### src/rtl/hl_mem_port.sv
// (HL) operand memory port: one byte read/write at H:L over a req/ack bus with a watchdog abort.
// Optional HL post-increment/decrement write-back is built when HL_POSTINC_EN is defined.
module hl_mem_port #(
  parameter int TIMEOUT_W = 8,
  parameter int TIMEOUT   = 200
) (
  input  logic        clock_i,
  input  logic        reset_i,
  input  logic        op_valid_i,
  output logic        op_ready_o,
  input  logic        op_write_i,
  input  logic [7:0]  op_data_i,
  input  logic [1:0]  op_incdec_i,
  input  logic [15:0] hl_addr_i,
  output logic [7:0]  rd_data_o,
  output logic        rd_valid_o,
  output logic        done_o,
  output logic        err_o,
  output logic        busy_o,
  output logic [15:0] mem_addr_o,
  output logic [7:0]  mem_wdata_o,
  output logic        mem_rd_o,
  output logic        mem_wr_o,
  input  logic        mem_ack_i,
  input  logic [7:0]  mem_rdata_i,
  output logic [15:0] hl_next_o,
  output logic        hl_update_o
);

  // state  | meaning
  // S_IDLE | ready for a new (HL) op
  // S_BUS  | strobe asserted, waiting for mem_ack or watchdog
  // S_RESP | single-cycle completion: done/rd_valid/err/hl_update
  typedef enum logic [1:0] {S_IDLE, S_BUS, S_RESP} state_t;

  state_t               state_q, state_d;
  logic [15:0]          addr_q;
  logic [7:0]           wdata_q;
  logic                 write_q;
  logic                 err_q;
  logic [7:0]           rd_data_q;
  logic [TIMEOUT_W-1:0] wdog_q;
  logic                 accept;
  logic                 timeout_hit;

  assign accept      = op_valid_i && (state_q == S_IDLE);
  // An ack on the final watchdog cycle takes priority over the abort.
  assign timeout_hit = (state_q == S_BUS) && !mem_ack_i &&
                       (wdog_q == TIMEOUT_W'(TIMEOUT - 1));

  always_ff @(posedge clock_i or posedge reset_i) begin
    if (reset_i) begin
      state_q <= S_IDLE;
    end else begin
      state_q <= state_d;
    end
  end

  always_comb begin
    state_d = state_q;
    case (state_q)
      S_IDLE:  if (op_valid_i) state_d = S_BUS;
      S_BUS:   if (mem_ack_i || timeout_hit) state_d = S_RESP;
      S_RESP:  state_d = S_IDLE;
      default: state_d = S_IDLE;
    endcase
  end

  always_ff @(posedge clock_i or posedge reset_i) begin
    if (reset_i) begin
      addr_q    <= '0;
      wdata_q   <= '0;
      write_q   <= 1'b0;
      err_q     <= 1'b0;
      rd_data_q <= '0;
      wdog_q    <= '0;
    end else if (accept) begin
      addr_q  <= hl_addr_i;
      wdata_q <= op_data_i;
      write_q <= op_write_i;
      err_q   <= 1'b0;
      wdog_q  <= '0;
    end else if (state_q == S_BUS) begin
      if (mem_ack_i) begin
        if (!write_q) rd_data_q <= mem_rdata_i;
      end else if (timeout_hit) begin
        err_q <= 1'b1;
        if (!write_q) rd_data_q <= 8'hFF;
      end else begin
        wdog_q <= wdog_q + TIMEOUT_W'(1);
      end
    end
  end

`ifdef HL_POSTINC_EN
  logic [1:0]  incdec_q;
  logic [15:0] hl_calc;
  logic        hl_step;

  always_ff @(posedge clock_i or posedge reset_i) begin
    if (reset_i) begin
      incdec_q <= 2'b00;
    end else if (accept) begin
      incdec_q <= op_incdec_i;
    end
  end

  always_comb begin
    hl_calc = addr_q;
    hl_step = 1'b0;
    case (incdec_q)
      2'b01: begin hl_calc = addr_q + 16'd1; hl_step = 1'b1; end
      2'b10: begin hl_calc = addr_q - 16'd1; hl_step = 1'b1; end
      default: ;
    endcase
  end
`else
  logic [15:0] hl_calc;
  logic        hl_step;
  logic        unused_incdec;

  assign hl_calc       = 16'h0000;
  assign hl_step       = 1'b0;
  assign unused_incdec = ^op_incdec_i;
`endif

  always_comb begin
    op_ready_o  = 1'b0;
    busy_o      = 1'b0;
    mem_rd_o    = 1'b0;
    mem_wr_o    = 1'b0;
    done_o      = 1'b0;
    rd_valid_o  = 1'b0;
    err_o       = 1'b0;
    hl_next_o   = 16'h0000;
    hl_update_o = 1'b0;
    case (state_q)
      S_IDLE: op_ready_o = 1'b1;
      S_BUS: begin
        busy_o   = 1'b1;
        mem_rd_o = !write_q;
        mem_wr_o = write_q;
      end
      S_RESP: begin
        busy_o      = 1'b1;
        done_o      = 1'b1;
        rd_valid_o  = !write_q && !err_q;
        err_o       = err_q;
        hl_next_o   = hl_calc;
        hl_update_o = hl_step && !err_q;
      end
      default: ;
    endcase
  end

  assign rd_data_o   = rd_data_q;
  assign mem_addr_o  = addr_q;
  assign mem_wdata_o = wdata_q;

endmodule
### config.mk
export PLATFORM = sky130hd
export DESIGN_NAME = hl_mem_port
export DESIGN_NICKNAME = d
export VERILOG_FILES = /design/src/rtl/hl_mem_port.sv
export SDC_FILE = /design/constraint.sdc
export NUM_CORES = 1
export LEC_CHECK = 0
export ABC_AREA = 1
export BUFFER_PORTS_ARGS = -buffer_cell sky130_fd_sc_hd__buf_4
export CAP_MARGIN = 5
export CORE_ASPECT_RATIO = 0.9
export CORE_MARGIN = 10
export CORE_UTILIZATION = 49
export CTS_BUF_LIST = sky130_fd_sc_hd__clkbuf_8
export CTS_CLUSTER_DIAMETER = 40
export DETAILED_ROUTE_END_ITERATION = 10
export PLACE_DENSITY = 0.83
export SYNTH_ARGS = -nofsm -noshare
export SYNTH_HDL_FRONTEND = slang
export SYNTH_SLANG_ARGS = --single-unit
### constraint.sdc
create_clock -name clock_i -period 1.8 [get_ports clock_i]
set_input_delay 0.36 -clock clock_i [delete_from_list [all_inputs] [get_ports clock_i]]
set_output_delay 0.36 -clock clock_i [all_outputs]
set_load 0.05 [all_outputs]
* Yosys cells after proc, flatten, opt, wreduce, memory -nomap -nowiden
Index checks and enable logic that the tools add are counted.
** Cells by class
- $add $sub $neg :: 1
- Equal/unequal tests :: 7
- Mux-type cells :: 22
- Bitwise logic cells :: 2
- Reduce and logical (&&, ||, !) cells :: 17
** Operators with widths (number)
- $mux 8 :: 8
- $mux 1 :: 11
- $add 8x1->8 const B :: 1
- $eq 8x8->1 const B :: 1
- $ne 2x2->1 const B :: 3
- $reduce_and 3->1 :: 2
- $reduce_bool 2->1 :: 3
- $logic_and 1x1->1 :: 4
- $mux 2 :: 2
- $pmux 2 s2 :: 1
- $reduce_and 4->1 :: 1
- $logic_not 1->1 :: 3
- $eq 2x1->1 const B :: 1
- $eq 2x2->1 const B :: 1
- $logic_not 2->1 :: 1
- $ne 2x1->1 const B :: 1
- $not 1->1 :: 2
- $reduce_and 2->1 :: 1
- $reduce_or 2->1 :: 1
- $logic_or 1x1->1 :: 1
** Word-level totals
- Register bits :: 44
- Input port bits :: 39
- Output and inout port bits :: 56
- Logic and storage cells :: 56

* Longest topological paths before layout
- Word-level depth :: 7
- Mapped depth :: 9
- Mapped depth without buffers :: 9

* Worst setup path before layout
No wires, ideal clock.
- Path kind :: register to output
- Start :: register state_q[0]
- End :: output port rd_valid_o
- Arrival :: 1741 ps
- Required time :: 1440 ps
- Setup slack :: -301 ps
- Stages on the path, launching flop included :: 5
- Cell sequence :: dfrtp_1 inv_1 ha_1 nand2_1 nor2_1
** On the way
- Cells in the longest elaborated chain, start to end :: 2
** Ends and longest elaborated chain
- start: declaration :: line 36 : state_t state_q, state_d;
- start signal: assignment :: line 55 : state_q <= state_d;
- $eq 2x2->1 :: line 137 : case (state_q)
- $mux 1 :: line 137
- end: declaration :: line 16 : output logic rd_valid_o,
Every way passes these cells.

* Final worst setup path
Same ends and word-level chain as after synthesis.

==> impl_summary.log <==
[metrics] run status: finished, final reports clean
[metrics] largest fanout on the critical path: 4
[metrics] Ports: 95
[metrics] number of buffers created by CTS: 5
[metrics] number of H-tree levels: 2
[metrics] arrival time reported for the critical path endpoint: 1.36 ns
[metrics] number of iterations in the first detailed-routing pass: 4
[metrics] max-slew violation count: 0
[metrics] RSZ-0062 raised after global routing: yes
[metrics] maximum root-to-sink buffer count: 2
[metrics] maximum capacitance violations: 0
[metrics] final routed wire length divided by cell count: 13.27 um
[metrics] GRT Total Usage: 14.18%
[metrics] Netlist cell types: 27
[metrics] mean instance size in the synthesized netlist: 8.070 sq um
[metrics] via count of the first global-routing pass: 1921
[metrics] ratio of total power to cell area: 1941 nW/um^2
[metrics] Comb power frac: 58.2%
[metrics] Post-Syn Instances: 278
[metrics] switch share: 52.32%
[metrics] Hold-fix buffers, CTS: 0
[metrics] Placer Congestion: 0.8124
[metrics] TritonCTS clock tree: done
[metrics] antenna violations before repair: 0
[metrics] CTS sink count: 44
[metrics] Final Critical Period: 1.716 ns
[metrics] share of power burned in registers: 29.1%
[metrics] critical setup path kind: flip-flop to primary output
[metrics] normalized max-slew margin: 63.82%
[metrics] maximum cell stage delay along the critical path: 0.41 ns
[metrics] Final nets: 400
[metrics] effective utilization at floorplan: 50.62%
[metrics] antenna violation net count after detailed routing: 0
[metrics] Residual DRC: 0
[metrics] chip width: 91.33 um
[metrics] Seq/Total Area, Yosys: 49.08%
[metrics] worst-path cell chain: inv_1 -> ha_2 -> nand2_1 -> nor2_4 -> buf_6
[metrics] startpoint class of the critical path: flip-flop
[metrics] Mapped Area: 2243 sq um
[metrics] Critical Path Slowest Stage Cell: dfrtp_1
[metrics] final critical-path setup slack: 0.08388 ns
[metrics] wire length of the first global-routing pass: 9.114 mm
[metrics] total power consumption of the routed design: 5.693 mW
[metrics] Setup Skew: 0.006745 ns
[metrics] clock root buffer: clkbuf_8
[metrics] Peak VDD IR: 1309 uV
[metrics] transition time at the pin with the least slew margin: 0.5427 ns
[metrics] Worst-Skew Late Latency: 0.29 ns
[metrics] total of warnings raised by yosys: 0
[metrics] via density per instance: 4.608
[metrics] count of endpoints failing hold in the final timing report: 0
[metrics] Synth-to-Final Area Change: 30.73%
[metrics] buffers added on ports: 75
[metrics] area inside the core boundary: 4432 sq um
[metrics] half-perimeter wire length of the detailed placement result: 4.172 mm
[metrics] number of synthesized register bits: 44
[metrics] Reg clk slew, reported paths: 0.08 ns
[metrics] maximum number of pins on one net before global-route repair: 45
[metrics] aggregate routed wire length: 5.519 mm
[metrics] Overflow after GRT: 0
[metrics] final number of setup-violating endpoints: 0
[metrics] Die Y: 84.19 um
[metrics] area of the die: 7689 sq um
[metrics] setup slack at placement: 0.04545 ns
[metrics] fraction of layout instances using a drive strength above 1: 30.79%
[metrics] Highest Clock Rate: 582.7 MHz
[metrics] cell internal power dissipation: 2.715 mW
[metrics] part of the cycle the worst path needs: 95.34%
[metrics] Detailed Route Iter0 Violations: 136
[metrics] type of the most critical hold path: input port to async pin
[metrics] vias after detailed routing: 1917
[metrics] # diodes: 0
[metrics] nature of the critical path endpoint: primary output
[metrics] leakage: 1.630 nW
[metrics] data required time of the critical path: 1.44 ns
[metrics] Clock power frac: 12.8%
[metrics] row cnt: 23
[metrics] setup_tns: 0 ns
[metrics] NetSw: 2.979 mW
[state kept, by name, summed over array words and instances, names as in the netlist]
signal	cells
write_q	1
rd_data_o	8
wdog_q	8
mem_wdata_o	8
mem_addr_o	16
err_q	1
state_q	2
[worst max-delay path, delay by kind of cell, from the launching register on]
family,cells,cell delay (ns)
DFF,1,0.41
buffers and inverters,2,0.28
adders and majority gates,1,0.20
and+or+nand+nor,2,0.16
[synthesized netlist by cell type, drive strengths merged]
cell / number / area [sq um]
xor2: 1 / 8.760
dfrtp: 44 / 1101
a21boi: 1 / 7.510
o21ai: 3 / 18.77
nor3: 1 / 5.000
clkbuf: 2 / 7.510
conb: 1 / 3.750
nand3: 26 / 142.6
or2: 9 / 56.31
inv: 17 / 63.81
nor2: 14 / 72.57
buf: 23 / 160.2
a21oi: 2 / 10.01
nor3b: 1 / 7.510
ha: 6 / 75.07
nand4: 1 / 6.260
o21a: 1 / 7.510
nand2: 125 / 489.2
[power by group through the flow]
stage                     sequential (mW)  combinational, mW  clock (mW)
after floorplan                      2.85               1.18           0
after global placement               1.65               3.25           0
after detailed placement             1.65               3.32           0
after CTS                            1.66               3.33       0.741
after global routing                 1.71               3.54       0.781
final                                1.66               3.31       0.726
[area by class of cell]
| type | count | area (sq um) |
|---|---|---|
| fill | 385 | 1499 |
| sequential | 44 | 1101 |
| multi-input combinational | 208 | 991.0 |
| timing repair buffer | 79 | 600.6 |
| tap | 62 | 77.57 |
| clock buffer | 5 | 68.82 |
| inverter | 17 | 63.81 |
| clock inverter | 1 | 30.03 |
[what timing repair did]
action                     CTS  global route
setup buffers                0             1
setup endpoints to repair    1             7
gates resized for setup      2             4
[placed cells by master (no fill, tap or decap), types with 2 or more instances in the layout]
master / netlist / layout
buf_6: 0 / 2
clkbuf_8: 0 / 5
ha_2: 0 / 2
conb_1: 1 / 17
nand2_1: 121 / 121
nor2_4: 2 / 3
o21ai_0: 2 / 2
inv_2: 1 / 3
nor2_2: 2 / 2
inv_1: 16 / 14
a21oi_1: 2 / 2
buf_4: 18 / 77
nand2_2: 2 / 2
nand2_4: 2 / 2
nand3_1: 25 / 25
or2_2: 8 / 8
dfrtp_1: 44 / 44
ha_1: 6 / 4
nor2_1: 10 / 9
[metal layers]
layer  share of wire [%]  up-vias  global-route usage, %  routed length, um
met2                  46       64                  22.69               2530
met4                0.58        0                  2.987                 32
met1                  42      878                  16.00               2337
met3                  11        4                  8.452                618
li1                    -      971                      -                  -
met5                   0        -                      0                  0
[worst paths after layout]
| kind | start | end | slack, ns | depth (start not counted) |
|---|---|---|---|---|
| max reg2reg | state_q[0] | rd_data_o[1] | 0.16 | 9 |
| max in group asynchronous | reset_i | mem_addr_o[9] | 1.22 | 3 |
| min in group clock_i | op_data_i[7] | mem_wdata_o[7] | 0.25 | 3 |
| min reg2reg | rd_data_o[5] | rd_data_o[5] | 0.48 | 2 |
| min | reset_i | rd_data_o[0] | 0.20 | 3 |
| max | state_q[0] | rd_valid_o | 0.08 | 5 |
[kinds of logic after synthesis]
group / Yosys count / synth area share, %
flops: 44 / 49.08
xor+xnor: 1 / 0.3905
other cells: 1 / 0.1672
simple gates: 177 / 34.75
compound gates: 7 / 1.952
fa+ha+maj: 6 / 3.346
buf+inv: 42 / 10.32
[stage by stage]
step                      hold WS, ns  util [%]  cell area (sq um)  cells
after detailed placement       0.4602     63.38               2809    409
after global placement         0.4562     63.38               2809    409
after global routing           0.2429     66.18               2933    416
after floorplan                0.4665         -               2313    294
after CTS                      0.2266     65.70               2912    415
final                          0.2004     66.18               2933    416
Note: power is estimated with default switching activity, not from simulation.
